[src/rtl/counter_sequencer.sv]
// Start/stop/hold sequencer for a WIDTH-bit up-counter with one-shot and periodic modes.
// Optional prescaler enabled by defining COUNTER_SEQUENCER_PRESCALE_EN (adds PRE_W and prescale).
module counter_sequencer #(
   parameter int WIDTH = 4
`ifdef COUNTER_SEQUENCER_PRESCALE_EN
   ,
   parameter int PRE_W = 4
`endif
) (
   input  logic             clk,
   input  logic             rst,
   input  logic             start,
   input  logic             stop,
   input  logic             hold,
   input  logic             mode,
   input  logic [WIDTH-1:0] term_val,
`ifdef COUNTER_SEQUENCER_PRESCALE_EN
   input  logic [PRE_W-1:0] prescale,
`endif
   output logic [WIDTH-1:0] Q,
   output logic             busy,
   output logic             tc,
   output logic             done
);

   typedef enum logic {IDLE = 1'b0, RUN = 1'b1} state_t;

   state_t           state_q, state_d;
   logic [WIDTH-1:0] q_q, q_d;
   logic [WIDTH-1:0] term_q, term_d;
   logic             mode_q, mode_d;
   logic             done_q, done_d;
   logic             tick;
   logic             adv;
   logic             at_term;
   logic             start_ok;

`ifdef COUNTER_SEQUENCER_PRESCALE_EN
   logic [PRE_W-1:0] pre_cnt_q, pre_cnt_d;
   logic [PRE_W-1:0] pre_val_q, pre_val_d;

   assign tick = (pre_cnt_q == pre_val_q);
`else
   assign tick = 1'b1;
`endif

   // stop beats start in IDLE, so a simultaneous pair latches nothing
   assign start_ok = (state_q == IDLE) && start && !stop;
   assign adv      = (state_q == RUN) && !hold && tick;
   assign at_term  = (q_q == term_q);

   always_ff @(posedge clk or posedge rst) begin
      if (rst) begin
         state_q <= IDLE;
      end else begin
         state_q <= state_d;
      end
   end

   always_comb begin
      state_d = state_q;
      case (state_q)
         IDLE: if (start_ok) state_d = RUN;
         RUN: begin
            if (stop) begin
               state_d = IDLE;
            end else if (adv && at_term && !mode_q) begin
               state_d = IDLE;
            end
         end
         default: state_d = IDLE;
      endcase
   end

   always_comb begin
      busy = (state_q == RUN);
      tc   = adv && at_term;
      Q    = q_q;
      done = done_q;
   end

   always_comb begin
      q_d    = q_q;
      term_d = term_q;
      mode_d = mode_q;
      done_d = 1'b0;
`ifdef COUNTER_SEQUENCER_PRESCALE_EN
      pre_cnt_d = pre_cnt_q;
      pre_val_d = pre_val_q;
`endif
      if (start_ok) begin
         term_d = term_val;
         mode_d = mode;
         q_d    = '0;
`ifdef COUNTER_SEQUENCER_PRESCALE_EN
         pre_cnt_d = '0;
         pre_val_d = prescale;
`endif
      end else if (state_q == RUN) begin
         if (stop) begin
`ifdef COUNTER_SEQUENCER_PRESCALE_EN
            pre_cnt_d = '0;
`endif
         end else if (!hold) begin
`ifdef COUNTER_SEQUENCER_PRESCALE_EN
            pre_cnt_d = tick ? '0 : pre_cnt_q + PRE_W'(1);
`endif
            if (adv) begin
               // wrap to zero is explicit; one-shot parks Q at the terminal value
               if (at_term) begin
                  if (mode_q) q_d = '0;
                  else        done_d = 1'b1;
               end else begin
                  q_d = q_q + WIDTH'(1);
               end
            end
         end
      end
   end

   always_ff @(posedge clk or posedge rst) begin
      if (rst) begin
         q_q    <= '0;
         term_q <= '0;
         mode_q <= 1'b0;
         done_q <= 1'b0;
`ifdef COUNTER_SEQUENCER_PRESCALE_EN
         pre_cnt_q <= '0;
         pre_val_q <= '0;
`endif
      end else begin
         q_q    <= q_d;
         term_q <= term_d;
         mode_q <= mode_d;
         done_q <= done_d;
`ifdef COUNTER_SEQUENCER_PRESCALE_EN
         pre_cnt_q <= pre_cnt_d;
         pre_val_q <= pre_val_d;
`endif
      end
   end

endmodule
[config.mk]
export PLATFORM = sky130hd
export DESIGN_NAME = counter_sequencer
export DESIGN_NICKNAME = d
export VERILOG_FILES = /design/src/rtl/counter_sequencer.sv
export SDC_FILE = /design/constraint.sdc
export NUM_CORES = 1
export LEC_CHECK = 0
export BUFFER_PORTS_ARGS = -buffer_cell sky130_fd_sc_hd__buf_2
export CORE_AREA = 2 2 39 41
export CTS_CLUSTER_SIZE = 25
export DETAILED_ROUTE_END_ITERATION = 6
export DIE_AREA = 0 0 41 43
export PLACE_DENSITY = 0.72
export SYNTH_ARGS = -nofsm -noshare
export SYNTH_HDL_FRONTEND = slang
export SYNTH_SLANG_ARGS = --single-unit
[constraint.sdc]
create_clock -name clk -period 1.7 [get_ports clk]
set_clock_uncertainty 0.05 [all_clocks]
set_input_delay 0.17 -clock clk [delete_from_list [all_inputs] [get_ports clk]]
set_output_delay 0.17 -clock clk [all_outputs]
set_load 0.01 [all_outputs]
==> results.md, run 1 <==
* Setup violators final at 0
* Fmax at 626 MHz
* Hold path depth at 2
* Initial antenna violation count at 0
* DRC at 0
* CTS tree: built
* Setup TNS at 0 ns
* Fin cells at 99
* Hold Startpoint: mode
* Htree depth at 1
* Worst-skew pair later-pin latency at 0.26 ns
* Layout Nets at 95
* CP max stage cell: dfrtp_1
* R2R setup slack at 0.16 ns
* RSZ-0062 raised after global routing: false
* Grt peak-use layer: met2
* Ports at 17
* Max Slew Vio Count at 0
* EDFF count, synth at 0
* Commonest cells post-synth: dfrtp_1 (11), mux2_2 (5)
* Placed cells at 94
* Hold WS at 0.0823 ns
* Worst slew pin tran at 0.421 ns
* Avg Cell Area, Syn at 10.6 sq um
* TritonCTS Buffers at 3
* RR Startpoint: term_q[3]
* WP buf/inv at 2
* Number of DRC markers in iteration 0 at 5
* All-Layer GR Usage at 0.169
* Clock Path Buffers at 2
* ANT cells at 0
* Root Buffer: clkbuf_4
* # fillers at 122
* FF-to-FF End: Q[1]
* Drt pass-1 iters at 4
* Final hold vios at 0
* M1 GR Usage at 0.202
* PwrDens at 1250 mW/mm^2
* Leading post-synthesis cells by cell area: dfrtp_1 (46%), mux2_2 (9.3%), xnor2_1 (5.8%), nor3_1 (3.3%), or3b_1 (2.9%)
* Synth Net Count at 68
* Total grt overflow at 0
* Crit path time final at 1.60 ns
* DIE HEIGHT at 43 um
* Drt wl/cell at 11.8 um
* Dominant synthesized flop cell: dfrtp_1
* CP peak stage delay at 0.39 ns
* Ys async rst share at 1.00
* Sequential-to-total area share from yosys stat at 0.455
* RePlAce Congestion at 0.817
* Top cell type's share of synthesized area at 0.455
* Worst Hold Endpoint: mode_q
* Worst reg-to-reg path cell count at 5
* Crit-path max FO at 10
* Slew HR at 0.719
* P&R area growth vs syn at 28.6%
* Top-count cell post-synth: dfrtp_1
* Cell Area, Synth at 604 sq um
* Via density at 5.21
* Clk slew on worst S/H paths at 0.07 ns
* MaxCap Viol Count at 0
* Critical path endpoint category: output port
* Crit start category: flop
* Postcts setup bufs at 0
* Number of global-route vias before repair at 526
* Routed wire length at 1160 um
* Status: finished, final reports clean
* CP top delay family: flip-flops
* First-pass GRT wire length at 2030 um
* Die area at 0.00176 sq mm
* Cell row count at 14
* Place WS at 0.183 ns
* Fraction of layout instances using a drive strength above 1 at 0.410
* Core footprint at 0.00138 sq mm
* Largest net degree at the start of global routing at 12
* Top cell type by total area after synthesis: dfrtp_1
* Critical path, cell by cell: xnor2_1 > nand4_1 > buf_4 > nor2_1 > buf_2
* Via count at 516
* Die width at 41 um
* Post-synth cell types at 26
* Critical path class: reg2out
* Post-layout util at 0.561
* Fin crit share at 0.940
* Max VDD drop at 0.655 mV
* Grt met2 use at 0.272
* Hold Crit Class: in2reg
* #FFs+latches synth at 11
* Post-synthesis cell count at 57
* Ys Warns at 0
* Worst Path Required at 1.48 ns
* Met3 GRT Util at 0.0471
* Leak Pwr at 0.357 nW
* Initial core utilization at 0.437
* Post-route ant nets at 0
* Post-DP HPWL at 927 um
* CTS Sinks at 11
* Worst setup margin at 0.102 ns
* Crit path DAT at 1.38 ns
* I/O Buffers at 16
[metrics by stage]
step                power [mW]  area, sq um
floorplan                0.635          604
global placement         0.787          741
detailed placement       0.797          741
CTS                      0.978          777
global route              1.05          777
finish                   0.968          777
[cell families after synthesis]
| group | share of synthesized area |
|---|---|
| compound gates | 0.0787 |
| xor+xnor | 0.0580 |
| fa+ha+maj | 0.0207 |
| buf+inv | 0.0331 |
| flops | 0.455 |
| mux | 0.0932 |
| simple gates | 0.261 |
[power breakdown]
part           switching, mW  internal (mW)  leakage [nW]
sequential            0.0514          0.324         0.131
clock                 0.0842         0.0908        0.0150
combinational          0.195          0.222         0.211
total                  0.331          0.637         0.357
[layout by cell type, fill, tap and decap left out, types with 2 or more instances in the layout]
| cell type | n |
|---|---|
| buf_4 | 7 |
| nand2b_1 | 2 |
| dfrtp_1 | 11 |
| a31oi_1 | 2 |
| clkbuf_4 | 3 |
| or3b_1 | 2 |
| buf_2 | 16 |
| nand2_1 | 4 |
| mux2_2 | 5 |
| xnor2_1 | 4 |
| nor3_1 | 4 |
| o21ai_0 | 2 |
| nor2_1 | 4 |
| nor3b_1 | 2 |
[flip-flops by register name (all words and copies together), names as in the netlist]
register and flops:
busy 1, mode_q 1, Q 4, term_q 4, done 1
[how the worst max path moves through the flow]
stage / from / to / cells after the start
floorplan: Q[0] / Q[3] / 5
global route: term_q[3] / tc / 5
CTS: term_q[3] / tc / 5
detailed placement: term_q[3] / Q[3] / 5
finish: term_q[3] / tc / 5
global placement: term_q[3] / Q[3] / 5
[final cells by class]
| class | instances | area [sq um] | share of cell area |
|---|---|---|---|
| sequential | 11 | 275 | 0.354 |
| clock buffer | 4 | 26.3 | 0.0338 |
| inverter | 1 | 3.75 | 0.00483 |
| multi-input combinational | 43 | 309 | 0.398 |
| timing repair buffer | 24 | 143 | 0.184 |
| tap | 16 | 20.0 | 0.0258 |
[timing repair]
item | CTS | global route
gates resized for setup | 0 | 0
hold endpoints to repair | 11 | 0
hold buffers | 1 | 0
setup endpoints to repair | 0 | 0
[routing by layer]
layer	wire length (um)	part of all wire
met1	537	0.46
met2	597	0.51
met3	29	0.025
met4	0	0
met5	0	0
Note: power is estimated with default switching activity, not from simulation.
==> inputs of run 2 (changes only) <==
Clock period 1.7 ns to 1.85 ns, I/O delays scaled along.
==> run 2 against run 1 <==
  * Wire length rose by 1.2%
  * Sequential power down 3%
  * Clock power fell by 7%
  * Cell count is 3.0% lower
  * Utilization is 1.5 points lower
  * Global-route usage decreased by 0.68 points
  * Sequential share of layout area up 1.0 points
  * Cell area shrank 2.7%
  * Worst setup slack improved by 0.059 ns
  * Via count decreased by 4.1%
  * Critical path depth unchanged
  * Hold slack improved by 0.0039 ns
  * Largest power group is now sequential cells
==> results.md, run 2 (synthesis results as in run 1) <==
* Status: finished, final reports clean
* Resized Gates After CTS at 0
* Multi-input gate area at 309 sq um
* Max VDD drop at 0.720 mV
* Commonest non-fill, non-tap cell in the layout: buf_2
* RSZ-0062 raised after global routing: false
* Crit path DAT at 1.45 ns
* Root Buffer: clkbuf_4
* Worst setup margin at 0.161 ns
* Total grt overflow at 0
* Post-route ant nets at 0
* Critical path class: reg2out
* DIE HEIGHT at 43 um
* Number of DRC markers in iteration 0 at 3
* Crit path time final at 1.69 ns
* Register Area at 275 sq um
* Critical path endpoint category: output port
* Clock Path Buffers at 2
* Sequential power share at 0.422
* Most frequent cells in the layout: buf_2 (16), dfrtp_1 (11), mux2_2 (5)
* PwrDens at 1150 mW/mm^2
* Fraction of layout instances using a drive strength above 1 at 0.400
* Setup TNS at 0 ns
* Largest net degree at the start of global routing at 12
* Leak Pwr at 0.345 nW
* ANT cells at 0
* Crit-path max FO at 8
* Slew HR at 0.722
* Die area at 0.00176 sq mm
* CP peak stage delay at 0.44 ns
* Core footprint at 0.00138 sq mm
* Htree depth at 1
* Routed wire length at 1180 um
* Crit start category: flop
* Post-layout util at 0.546
* Placed cells at 90
* CP max stage cell: dfrtp_1
* Drt pass-1 iters at 3
* TritonCTS Buffers at 3
* DRC at 0
* Hold Crit Class: in2reg
* Ports at 17
* CTS tree: built
* Worst-skew pair later-pin latency at 0.27 ns
* Cell row count at 14
* Worst slew pin tran at 0.416 ns
* Clock network power share at 0.188
* # fillers at 129
* Setup violators final at 0
* Sw Pwr at 308 uW
* Power share of the combinational group at 0.390
* First-pass GRT wire length at 1870 um
* Max Slew Vio Count at 0
* Initial antenna violation count at 0
* Sw Ratio at 0.355
* Clk slew on worst S/H paths at 0.07 ns
* CTS Sinks at 11
* Number of global-route vias before repair at 475
* I/O Buffers at 16
* P&R area growth vs syn at 25.1%
* Fin cells at 96
* Fin crit share at 0.913
* Initial core utilization at 0.437
* All-Layer GR Usage at 0.162
* Via count at 495
* MaxCap Viol Count at 0
* Worst Path Required at 1.62 ns
* Via density at 5.16
* Die width at 41 um
* RePlAce Congestion at 0.782
* Drt wl/cell at 12.3 um
* Place WS at 0.227 ns
* Fmax at 592 MHz
* Layout Nets at 92
* Critical path, cell by cell: xnor2_1 > nand4_1 > buf_4 > nor2_1 > buf_2
* Final hold vios at 0
* Hold WS at 0.0862 ns
* Post-DP HPWL at 871 um
* Pint at 559 uW
[run 2: changes by cell type in the layout (fill, tap and decap cells not counted)]
cell,delta
buf_4,-3
clkinv_2,+1
clkbuf_1,-1
[run 2: path summary, 6_finish.rpt]
kind / from / to / slack (ns) / cells past startpoint
setup / recovery: Q[3] / tc / 0.16 / 5
hold / removal: term_val[2] / term_q[2] / 0.09 / 2
setup reg to reg: Q[3] / Q[2] / 0.16 / 5
hold reg to reg: term_q[1] / term_q[1] / 0.48 / 1
max in group asynchronous: rst / busy / 1.05 / 3
min in group asynchronous: rst / term_q[3] / 0.40 / 3
[run 2: layer usage]
layer  global-route usage  wire length (um)  vias to the layer above
li1                     -                 -                      254
met1                0.200               522                      229
met2                0.228               593                        9
met3               0.0942                49                        3
met4               0.0600                13                        0
met5                    0                 0                        -
[run 2: area by class of cell]
class / count / share of cell area
Timing Repair Buffer: 21 / 0.159
Multi-Input combinational cell: 43 / 0.409
Tap cell: 16 / 0.0265
Clock buffer: 3 / 0.0298
Sequential cell: 11 / 0.364
Inverter: 1 / 0.00497
Clock inverter: 1 / 0.00662
[run 2: what timing repair did]
item                       in CTS  in global routing
setup endpoints to repair       0                  1
buffers inserted                0                  1
hold endpoints to repair       11                  0
hold buffers                    1                  0
[run 2: power by group through the flow]
stage	Combinational (mW)	Clock [mW]	Sequential, mW
global placement	0.321	0	0.366
global route	0.372	0.186	0.374
floorplan	0.196	0	0.387
detailed placement	0.328	0	0.370
CTS	0.331	0.170	0.365
finish	0.338	0.163	0.366
[run 2: through the flow]
stage,total power [mW],cell area [sq um]
after floorplan,0.583,604
final,0.867,756
after detailed placement,0.698,711
after global placement,0.687,711
after CTS,0.866,748
after global routing,0.933,756
[run 2: critical path, delay by kind of cell, from the launching register on]
kind	cells	cell delay [ns]
xor+xnor	1	0.18
flops	1	0.44
buf+inv	2	0.32
simple gates	2	0.24
